==> config.mk <==
export PLATFORM = sky130hd
export DESIGN_NAME = pipe_hazard_ctrl
export DESIGN_NICKNAME = d
export VERILOG_FILES = /design/src/rtl/pipe_hazard_ctrl.sv
export SDC_FILE = /design/constraint.sdc
export NUM_CORES = 1
export LEC_CHECK = 0
export ABC_AREA = 1
export CORE_MARGIN = 1
export CORE_UTILIZATION = 41
export DETAILED_ROUTE_END_ITERATION = 16
export PLACE_DENSITY = 0.76
export SYNTH_ARGS = -nofsm -noshare
export SYNTH_HDL_FRONTEND = slang
export SYNTH_SLANG_ARGS = --single-unit
==> constraint.sdc <==
create_clock -name clk -period 1.5 [get_ports clk]
set_clock_uncertainty 0.2 [all_clocks]
set_input_delay 0.3 -clock clk [delete_from_list [all_inputs] [get_ports clk]]
set_output_delay 0.3 -clock clk [all_outputs]
set_load 0.005 [all_outputs]
==> src/rtl/pipe_hazard_ctrl.sv <==
`default_nettype none
// +----------------------------------------------------------------------------+
// | Module      : pipe_hazard_ctrl                                              |
// | Description : Central stall/flush scheduler for the 6-stage pipeline       |
// |               (PC, IF, ID, EX, MEM, WB). Merges per-stage stall requests   |
// |               into a priority-encoded stall bus, sequences mispredict      |
// |               flushes (deferring them while EX/MEM are frozen), masks      |
// |               stale ID requests after a flush and runs a stall watchdog.   |
// | Ports       : clk, rst (async, active-low)                                  |
// |               stallreq_if/id/ex/mem    per-stage hold requests             |
// |               ex_mispredict, ex_redirect_pc  branch resolution from EX     |
// |               stall[5:0]  bit0 PC .. bit5 WB, 1 = stop                     |
// |               flush, new_pc  kill IF/ID + ID/EX, load new_pc              |
// |               ctrl_state  FSM state (debug)                                |
// |               stall_timeout  one-cycle watchdog pulse                      |
// | Option      : HAZARD_PERF_EN adds perf_stall_cycles, perf_flushes and     |
// |               perf_deferred event counters (PERF_WIDTH = 32).              |
// | Revision    : 1.0  initial release                                         |
// +----------------------------------------------------------------------------+
module pipe_hazard_ctrl #(
   parameter int PC_WIDTH      = 32,
   parameter int STALL_TIMEOUT = 64,
   parameter int CNT_WIDTH     = 8
`ifdef HAZARD_PERF_EN
   ,
   localparam int PERF_WIDTH   = 32
`endif
) (
   input  logic                  clk,
   input  logic                  rst,
   input  logic                  stallreq_if,
   input  logic                  stallreq_id,
   input  logic                  stallreq_ex,
   input  logic                  stallreq_mem,
   input  logic                  ex_mispredict,
   input  logic [PC_WIDTH-1:0]   ex_redirect_pc,
   output logic [5:0]            stall,
   output logic                  flush,
   output logic [PC_WIDTH-1:0]   new_pc,
   output logic [1:0]            ctrl_state,
   output logic                  stall_timeout
`ifdef HAZARD_PERF_EN
   ,
   output logic [PERF_WIDTH-1:0] perf_stall_cycles,
   output logic [PERF_WIDTH-1:0] perf_flushes,
   output logic [PERF_WIDTH-1:0] perf_deferred
`endif
);

   typedef enum logic [1:0] {
      S_RUN        = 2'd0,
      S_STALL      = 2'd1,
      S_FLUSH_PEND = 2'd2,
      S_RECOVER    = 2'd3
   } state_t;

   localparam logic [CNT_WIDTH-1:0] c_cnt_max    = {CNT_WIDTH{1'b1}};
   // The pulse is scheduled on the edge where the counter becomes
   // STALL_TIMEOUT, so it is visible during the following cycle.
   localparam logic [CNT_WIDTH-1:0] c_timeout_m1 = CNT_WIDTH'(STALL_TIMEOUT - 1);

   state_t                r_state;
   state_t                w_state_next;
   logic [PC_WIDTH-1:0]   r_pend_pc;
   logic [CNT_WIDTH-1:0]  r_cnt;
   logic                  r_timeout;

   logic                  w_blocked;
   logic                  w_id_req;
   logic [5:0]            w_stall_enc;
   logic [5:0]            w_stall;
   logic                  w_flush;
   logic [PC_WIDTH-1:0]   w_new_pc;
   logic                  w_latch_pend;
   logic                  w_stall_any;

   assign w_blocked = stallreq_mem | stallreq_ex;
   // The instruction in ID during RECOVER is the one just flushed, so its
   // load-use request is stale.
   assign w_id_req  = stallreq_id & (r_state != S_RECOVER);

   // Highest requesting stage wins; every upstream stage stops with it.
   always_comb begin
      w_stall_enc = 6'b000000;
      if (stallreq_mem)
         w_stall_enc = 6'b011111;
      else if (stallreq_ex)
         w_stall_enc = 6'b001111;
      else if (w_id_req)
         w_stall_enc = 6'b000111;
      else if (stallreq_if)
         w_stall_enc = 6'b000011;
   end

   always_comb begin
      w_stall      = w_stall_enc;
      w_flush      = 1'b0;
      w_new_pc     = '0;
      w_latch_pend = 1'b0;
      w_state_next = r_state;

      case (r_state)
         S_FLUSH_PEND: begin
            // New mispredicts are ignored: the older branch owns the flush.
            if (!w_blocked) begin
               w_flush      = 1'b1;
               w_new_pc     = r_pend_pc;
               w_stall      = 6'b000000;
               w_state_next = S_RECOVER;
            end
         end
         default: begin
            if (ex_mispredict && !w_blocked) begin
               // IF/ID requests belong to wrong-path instructions being killed.
               w_flush      = 1'b1;
               w_new_pc     = ex_redirect_pc;
               w_stall      = 6'b000000;
               w_state_next = S_RECOVER;
            end else if (ex_mispredict) begin
               w_latch_pend = 1'b1;
               w_state_next = S_FLUSH_PEND;
            end else if (w_stall_enc != 6'b000000) begin
               w_state_next = S_STALL;
            end else begin
               w_state_next = S_RUN;
            end
         end
      endcase
   end

   // Outputs are held quiet for the whole time reset is asserted, not just
   // after the next edge.
   assign stall         = rst ? w_stall  : 6'b000000;
   assign flush         = rst ? w_flush  : 1'b0;
   assign new_pc        = rst ? w_new_pc : '0;
   assign ctrl_state    = r_state;
   assign stall_timeout = r_timeout;

   assign w_stall_any   = (stall != 6'b000000);

   always_ff @(posedge clk or negedge rst) begin
      if (!rst) begin
         r_state   <= S_RUN;
         r_pend_pc <= '0;
      end else begin
         r_state <= w_state_next;
         if (w_latch_pend)
            r_pend_pc <= ex_redirect_pc;
      end
   end

   // Stall-run watchdog. The counter only moves upward within a run, so
   // passing STALL_TIMEOUT-1 happens at most once before it clears.
   always_ff @(posedge clk or negedge rst) begin
      if (!rst) begin
         r_cnt     <= '0;
         r_timeout <= 1'b0;
      end else begin
         if (w_stall_any) begin
            if (r_cnt != c_cnt_max)
               r_cnt <= r_cnt + CNT_WIDTH'(1);
            r_timeout <= (r_cnt == c_timeout_m1);
         end else begin
            r_cnt     <= '0;
            r_timeout <= 1'b0;
         end
      end
   end

`ifdef HAZARD_PERF_EN
   logic w_enter_pend;

   assign w_enter_pend = (w_state_next == S_FLUSH_PEND) && (r_state != S_FLUSH_PEND);

   always_ff @(posedge clk or negedge rst) begin
      if (!rst) begin
         perf_stall_cycles <= '0;
         perf_flushes      <= '0;
         perf_deferred     <= '0;
      end else begin
         if (w_stall_any)
            perf_stall_cycles <= perf_stall_cycles + PERF_WIDTH'(1);
         if (flush)
            perf_flushes <= perf_flushes + PERF_WIDTH'(1);
         if (w_enter_pend)
            perf_deferred <= perf_deferred + PERF_WIDTH'(1);
      end
   end
`endif

endmodule
`default_nettype wire

# Yosys cells after proc, flatten, opt, wreduce, memory -nomap -nowiden
# Index checks and enable logic that the tools add are counted.
# word_totals
register_bits	43
output_inout_bits	42
wordCells	44
input_bits	39
# classes
mux	27
reduce_logical	4
n_bitwise	2
addsub	1
eq_ne	6
# ops
operator	n
2-to-1 mux 32 bit	4
2-to-1 mux 6 bit	5
2-to-1 mux 8 bit	2
nonzero test 6 bit	2
2-to-1 mux 2 bit	5
2-to-1 mux 1 bit	9
adder 8 x 1 -> 8 bit (second input constant)	1
== test 8 x 6 -> 1 bit (second input constant)	1
inequality test 8 bit (second input constant)	1
2-to-1 mux 4 bit	1
inequality test 2 bit (second input constant)	2
2-to-1 mux 3 bit	1
== test 2 bit (second input constant)	1
inequality test 2 x 1 -> 1 bit (second input constant)	1
AND 1 bit	1
logical AND 1 bit	1
zero test 1 bit	1
bitwise OR 1 bit	1

# Longest topological paths before layout
# Gate-level depths: netlist of run 1.
# logic_depth
ltp_word	10
mapped_depth	8
ltp_nobuf	8

# Worst setup path after synthesis of run 1
# Ideal clock, no wire load.
# synth_path
path_type	register to output
from	reg r_state[0] (netlist: ctrl_state[0])
to	out new_pc[10]
required_time_ns	1.000
t_arrival_ns	1.115
n_path_buf	1
slack_ns	-0.115
path_stages_with_launch	7
cell_sequence	dfrtp_1 > inv_2 > nand2_2 > inv_2 > buf_2 > nand3_1 > a21oi_1
# synth_via
elab_chain_len	3
# synth_rtl
element	line_no	rtl
from (decl)	62	state_t r_state;
from (signal assigned)	146	r_state <= w_state_next;
== test 2 bit	102	case (r_state)
2-to-1 mux 32 bit	102	
2-to-1 mux 32 bit	135	assign new_pc = rst ? w_new_pc : '0;
to (decl)	39	output logic [PC_WIDTH-1:0] new_pc,
# No other way between the ends.

# Final worst setup path of run 1
# layout_path
from	reg r_state[1] (netlist: ctrl_state[1])
to	out new_pc[2]
# Same word-level chain as after synthesis.

==> results of run 1 <==
repair_timing:
action | in CTS | in global routing
cloned | 5 | 2
pin swaps | 17 | 20
setup buffers | 28 | 12
hold endpoints to repair | 43 | 0
hold buffers | 1 | 0
resized for setup | 226 | 32
setup endpoints to repair | 83 | 76
cells in the mapped netlist:
library cell | number | share of area
buf_1 | 2 | 0.0031
nand3b_1 | 1 | 0.0031
buf_4 | 4 | 0.012
buf_2 | 10 | 0.021
clkinv_1 | 1 | 0.0016
or2_2 | 1 | 0.0026
nand3_1 | 70 | 0.14
nand2_2 | 1 | 0.0026
o21ai_0 | 3 | 0.0062
o21ai_1 | 1 | 0.0021
nor2_2 | 3 | 0.0078
nor2_1 | 17 | 0.026
nand4_1 | 2 | 0.0052
nand2_1 | 119 | 0.18
buf_6 | 2 | 0.0093
and3_1 | 1 | 0.0026
inv_1 | 10 | 0.016
dfrtp_1 | 43 | 0.44
nor2_8 | 1 | 0.0083
nand2_4 | 1 | 0.0047
conb_1 | 1 | 0.0016
nand3_2 | 1 | 0.0041
ha_1 | 1 | 0.0052
inv_2 | 2 | 0.0031
a21oi_1 | 33 | 0.068
clkbuf_1 | 6 | 0.0093
cell type report:
| cell class | instances | area [sq um] | share of cell area |
|---|---|---|---|
| clock inverter | 3 | 43.8 | 0.0102 |
| tap | 72 | 90.1 | 0.0210 |
| sequential | 43 | 1080 | 0.251 |
| inverter | 13 | 56.3 | 0.0131 |
| timing repair buffer | 160 | 1500 | 0.349 |
| multi-input combinational | 257 | 1450 | 0.339 |
| clock buffer | 5 | 68.8 | 0.0161 |
power by group through the flow:
| stage | clock (uW) | combinational (uW) | sequential, uW |
|---|---|---|---|
| final | 914 | 1250 | 1520 |
| after global routing | 980 | 1360 | 1550 |
| after CTS | 918 | 1170 | 1510 |
| after detailed placement | 0 | 959 | 1530 |
| after global placement | 0 | 935 | 1520 |
| after floorplan | 0 | 507 | 1500 |
flip-flops by register name, summed over array words and instances, names as in the netlist:
signal         flops
r_cnt              8
ctrl_state         2
r_pend_pc         32
stall_timeout      1
metrics by stage:
stage                     cells  setup TNS (ns)
after floorplan             337          -0.963
after global placement      506          -54.76
after detailed placement    506          -55.42
after CTS                   547          -20.74
after global routing        553          -26.92
final                       553          -21.82
metal layers:
layer | global-route usage | share of wire | vias up
met5 | 0 | 0 | -
met4 | 0.117 | 0.018 | 0
met3 | 0.0540 | 0.063 | 14
met2 | 0.524 | 0.51 | 140
met1 | 0.350 | 0.41 | 1455
li1 | - | - | 1392
worst min path at each step:
stage	cells past startpoint	slack, ns	to
2_1_floorplan	0	-0.20	ctrl_state[0]
3_3_place_gp	2	0.03	ctrl_state[0]
3_5_place_dp	2	0.01	ctrl_state[0]
4_1_cts	3	0.26	ctrl_state[0]
5_1_grt	3	0.29	ctrl_state[0]
6_report	3	0.28	ctrl_state[0]
worst max-delay path: cells and delay by family (launching register included):
family                 cells  cell delay, ns
buffers and inverters      5            0.51
AND/OR/NAND/NOR            3            0.31
AO/OA/AOI/OAI              1            0.10
flip-flops                 1            0.42
logic make-up after synthesis:
kind of cell | count (synthesis) | share of synthesized area
simple gates | 218 | 0.397
flops | 43 | 0.445
compound gates | 37 | 0.0766
buf+inv | 37 | 0.0750
fa+ha+maj | 1 | 0.00517
other cells | 1 | 0.00155
==> run_results.csv, run 1 <==
group,metric,value,unit
global_routing,grt_use_total,0.295,
yosys,syn_avg_cell_area,7.18,sq um
layout,syn_to_final_growth,77.1,%
layout,fillers,404,
routing,ant_nets,0,
yosys,netlist_area,2420,sq um
sta,rsz0062_at_grt,"yes",
die,io_pins,81,
sta,finalHoldViolCount,0,
layout,utilization,0.764,
sta,fin_crit_sh,1.43,
die,initial_utilization,0.431,
worst_setup_path,cp-startpoint,"ctrl_state[1]",
placed_design,placed_cell_area,3680,sq um
routing,drt_iter0_drc,144,
global_routing,grt_overflow_total,0,
cts,numCtsBuffers,5,
yosys,syn-num-nets,377,
worst_setup_path,path_cells,"nand2_4, inv_8, nor2_8, buf_12, buf_8, buf_6, nand2_2, a21oi_2, buf_2",
worst_setup_path,timing.rr.end,"ctrl_state[0]",
worst_setup_path,worstPathMaxFanout,5,
layout,nNetsFinal,520,
sta,maxSlewViolCount,0,
layout,fin_area,4280,sq um
routing,vias_per_cell,5.43,
worst_setup_path,r2r_cells,11,
power_and_ir_drop,finalPower,3690,uW
die,die_w,78.8,microns
placed_design,dp_hpwl,4720,microns
routing,wl_per_cell,15.7,microns
power_and_ir_drop,swShare,0.319,
die,rows,27,
power_and_ir_drop,ir_worst_vdd,0.802,mV
yosys,ys_types,26,
sta,min_period,2.15,ns
worst_setup_path,slowest_stage,"dfrtp_1",
layout,layout_commonest_cell,"nand2_1",
placed_design,portBuffers,79,
die,die_h,78.8,microns
layout,mostFrequentLayoutCells,"nand2_1, nand3_1, buf_4",
placed_design,place_ws,-1.03,ns
sta,setup_viol,48,
worst_setup_path,cp-start-kind,"register",
sta,setup_ws,-0.650,ns
yosys,yosys_warnings,0,
global_routing,grt_antenna_before_repair,0,
cts,clock-sinks,43,
cts,cts_buffer_depth,2,
cts,clock_latency,0.30,ns
yosys,yosys_register_bits,43,
cts,root_buffer,"clkbuf_8",
layout,num_antenna_cells,0,
power_and_ir_drop,seq_power_share,0.413,
yosys,synth.yosys.seq_area_share,0.445,
power_and_ir_drop,power.leakage,0.00211,uW
sta,max_freq,465,MHz
worst_setup_path,crit_type,"reg2out",
worst_setup_path,r2r_slack,-0.25,ns
layout,drive_gt1_frac,0.437,
hold_path,hp-class,"in2async",
outcome,violations,"setup timing",
placed_design,gp_congestion,0.768,
worst_setup_path,cp_slowest_stage_delay,0.42,ns
power_and_ir_drop,p_sw,1180,uW
cts,htreeDepth,2,
die,die-area,6210,sq um
routing,drcViolationCount,0,
worst_setup_path,endpoint_kind,"primary output",
worst_setup_path,critPathCapture,"new_pc[2]",
power_and_ir_drop,power.density,862,nW/um^2
sta,whs,0.280,ns
worst_setup_path,r2r_start,"ctrl_state[1]",
routing,vias,3001,
power_and_ir_drop,p_int,2520,uW
die,core,5610,sq um
global_routing,grt_pass1_vias,3042,
cts,clk_pin_slew,0.09,ns
routing,first_pass_iters,5,
routing,wl,8670,microns
job,maxCapViolCount,0,
global_routing,grt_max_degree,25,
power_and_ir_drop,combPwrFrac,0.340,
power_and_ir_drop,clkPwrFrac,0.248,
outcome,status,"finished with violations",
worst_setup_path,cp.required,1.00,ns
global_routing,grt_pass1_wl,14100,microns
cts,cts_tree,"done",
yosys,synthCells,337,
worst_setup_path,arrival,1.65,ns
(Power assumes the default switching activity.)
==> run 2: changes to the inputs <==
--- a/config.mk
+++ b/config.mk
@@ -8,6 +8,7 @@
 export ABC_AREA = 1
 export CORE_MARGIN = 1
 export CORE_UTILIZATION = 41
+export CTS_CLUSTER_SIZE = 14
 export DETAILED_ROUTE_END_ITERATION = 16
 export PLACE_DENSITY = 0.76
 export SYNTH_ARGS = -nofsm -noshare
==> results of run 2 <==
Final layout, timing and power as in run 1 (identical DEF).
==> run 3: changes to the inputs <==
--- a/config.mk
+++ b/config.mk
@@ -6,11 +6,12 @@
 export NUM_CORES = 1
 export LEC_CHECK = 0
 export ABC_AREA = 1
-export CORE_MARGIN = 1
-export CORE_UTILIZATION = 41
+export CAP_MARGIN = 10
+export CORE_MARGIN = 2
+export CORE_UTILIZATION = 46
 export CTS_CLUSTER_SIZE = 14
 export DETAILED_ROUTE_END_ITERATION = 16
-export PLACE_DENSITY = 0.76
+export PLACE_DENSITY = 0.81
 export SYNTH_ARGS = -nofsm -noshare
 export SYNTH_HDL_FRONTEND = slang
 export SYNTH_SLANG_ARGS = --single-unit
==> constraint.sdc (replaced) <==
create_clock -name clk -period 2.4 [get_ports clk]
set_clock_uncertainty 0.2 [all_clocks]
set_input_delay 0.48 -clock clk [delete_from_list [all_inputs] [get_ports clk]]
set_output_delay 0.48 -clock clk [all_outputs]
set_load 0.005 [all_outputs]
==> run_results.csv, run 3 (synthesis results as in run 1) <==
group,metric,value,unit
layout,drive_gt1_frac,0.167,
worst_setup_path,path_cells,"dlygate4sd2_1, nand2_4, nor2_8, buf_6, buf_16, nand2_1, a21oi_2, clkdlybuf4s15_1",
layout,nNetsFinal,472,
sta,setup-tns-final,0,ns
power_and_ir_drop,finalPower,2090,uW
global_routing,grt_antenna_before_repair,0,
job,maxCapViolCount,0,
power_and_ir_drop,ir_worst_vdd,0.395,mV
layout,layout_commonest_cell,"nand2_1",
cts,htreeDepth,2,
worst_setup_path,r2r_cells,8,
die,core,5070,sq um
layout,mostFrequentLayoutCells,"nand2_1, nand3_1, dfrtp_1",
worst_setup_path,r2r_slack,0.55,ns
global_routing,grt_overflow_total,0,
layout,num_antenna_cells,0,
layout,largest_reg_flops,32,
placed_design,gp_congestion,0.876,
routing,drcViolationCount,0,
placed_design,dp_hpwl,4820,microns
routing,vias,2738,
die,die_w,76.5,microns
worst_setup_path,cp-start-kind,"input port",
worst_setup_path,timing.rr.end,"r_pend_pc[19]",
routing,wl,7520,microns
worst_setup_path,r2r_start,"ctrl_state[1]",
worst_setup_path,worstPathMaxFanout,11,
power_and_ir_drop,power.leakage,0.00178,uW
global_routing,grt_pass1_wl,12700,microns
cts,cts_buffer_depth,2,
cts,clock_latency,0.29,ns
hold_path,hp-class,"in2async",
sta,finalHoldViolCount,0,
worst_setup_path,cp_slowest_stage_delay,0.29,ns
global_routing,grt_max_degree,29,
layout,regMostFlops,"r_pend_pc",
die,die-area,5850,sq um
routing,ant_nets,0,
die,io_pins,81,
routing,first_pass_iters,4,
worst_setup_path,endpoint_kind,"primary output",
global_routing,grt_use_total,0.266,
cts,root_buffer,"clkbuf_8",
cts,clk_pin_slew,0.08,ns
power_and_ir_drop,power.density,577,nW/um^2
sta,min_period,2.37,ns
sta,max_freq,422,MHz
worst_setup_path,slowest_stage,"dlygate4sd2_1",
sta,whs,0.0319,ns
cts,clock-sinks,43,
cts,cts_tree,"done",
die,die_h,76.5,microns
die,initial_utilization,0.477,
sta,setup_viol,0,
placed_design,portBuffers,79,
worst_setup_path,crit_type,"in2out",
sta,fin_crit_sh,0.988,
outcome,status,"completed",
layout,fin_cells,502,
worst_setup_path,arrival,1.69,ns
cts,numCtsBuffers,5,
global_routing,grt_pass1_vias,2644,
sta,maxSlewViolCount,0,
routing,wl_per_cell,15.0,microns
placed_design,dp.cells,483,
routing,drt_iter0_drc,205,
worst_setup_path,cp.required,1.72,ns
die,rows,26,
layout,syn_to_final_growth,50.0,%
routing,vias_per_cell,5.45,
[run 3: per-layer routing]
layer / track usage / vias to the layer above / part of all wire
met1: 0.329 / 1316 / 0.40
met2: 0.460 / 107 / 0.53
met3: 0.0403 / 23 / 0.047
li1: - / 1292 / -
met4: 0.118 / 0 / 0.026
met5: 0 / - / 0
[run 3: how the worst max path moves through the flow]
stage	from	endpoint	slack (ns)	cells past startpoint
2_1_floorplan	stallreq_mem	new_pc[11]	0.46	7
3_3_place_gp	stallreq_mem	new_pc[30]	-0.51	6
3_5_place_dp	stallreq_mem	new_pc[30]	-0.53	8
4_1_cts	ctrl_state[0]	stall[1]	-0.13	8
5_1_grt	ex_mispredict	new_pc[28]	-0.01	8
6_report	ex_mispredict	new_pc[30]	0.03	8
[run 3: final cells by class]
class | count | area (sq um)
fillers | 401 | 1450
multi-input cells | 257 | 1210
repair buffers | 112 | 1100
flip-flops and latches | 43 | 1080
well taps | 70 | 87.6
clock buffers | 5 | 68.8
inverters | 13 | 51.3
clock inverters | 2 | 37.5
[run 3: timing repair]
action	CTS	global route
setup endpoints to repair	37	21
resized for setup	94	11
hold endpoints to repair	9	0
buffers inserted	6	3
gates cloned	3	0
hold buffers	1	0
pin swaps	8	5
[run 3: worst max-delay path: cells and delay by family]
family	cells	cell delay, ns
buffers and inverters	4	0.76
and+or+nand+nor	3	0.31
AOI/OAI and AO/OA	1	0.14
[run 3: stage by stage]
step | cell area [sq um] | utilization | setup WS, ns
floorplan | 2420 | - | 0.465
global placement | 3370 | 0.664 | -0.511
detailed placement | 3370 | 0.664 | -0.529
CTS | 3600 | 0.709 | -0.126
global route | 3630 | 0.715 | -0.0106
finish | 3630 | 0.715 | 0.0299
[run 3: where the power goes]
part           switching [uW]  internal [uW]  total (uW)
Combinational             311            278         589
Clock                     247            304         551
Sequential               86.7            866         953
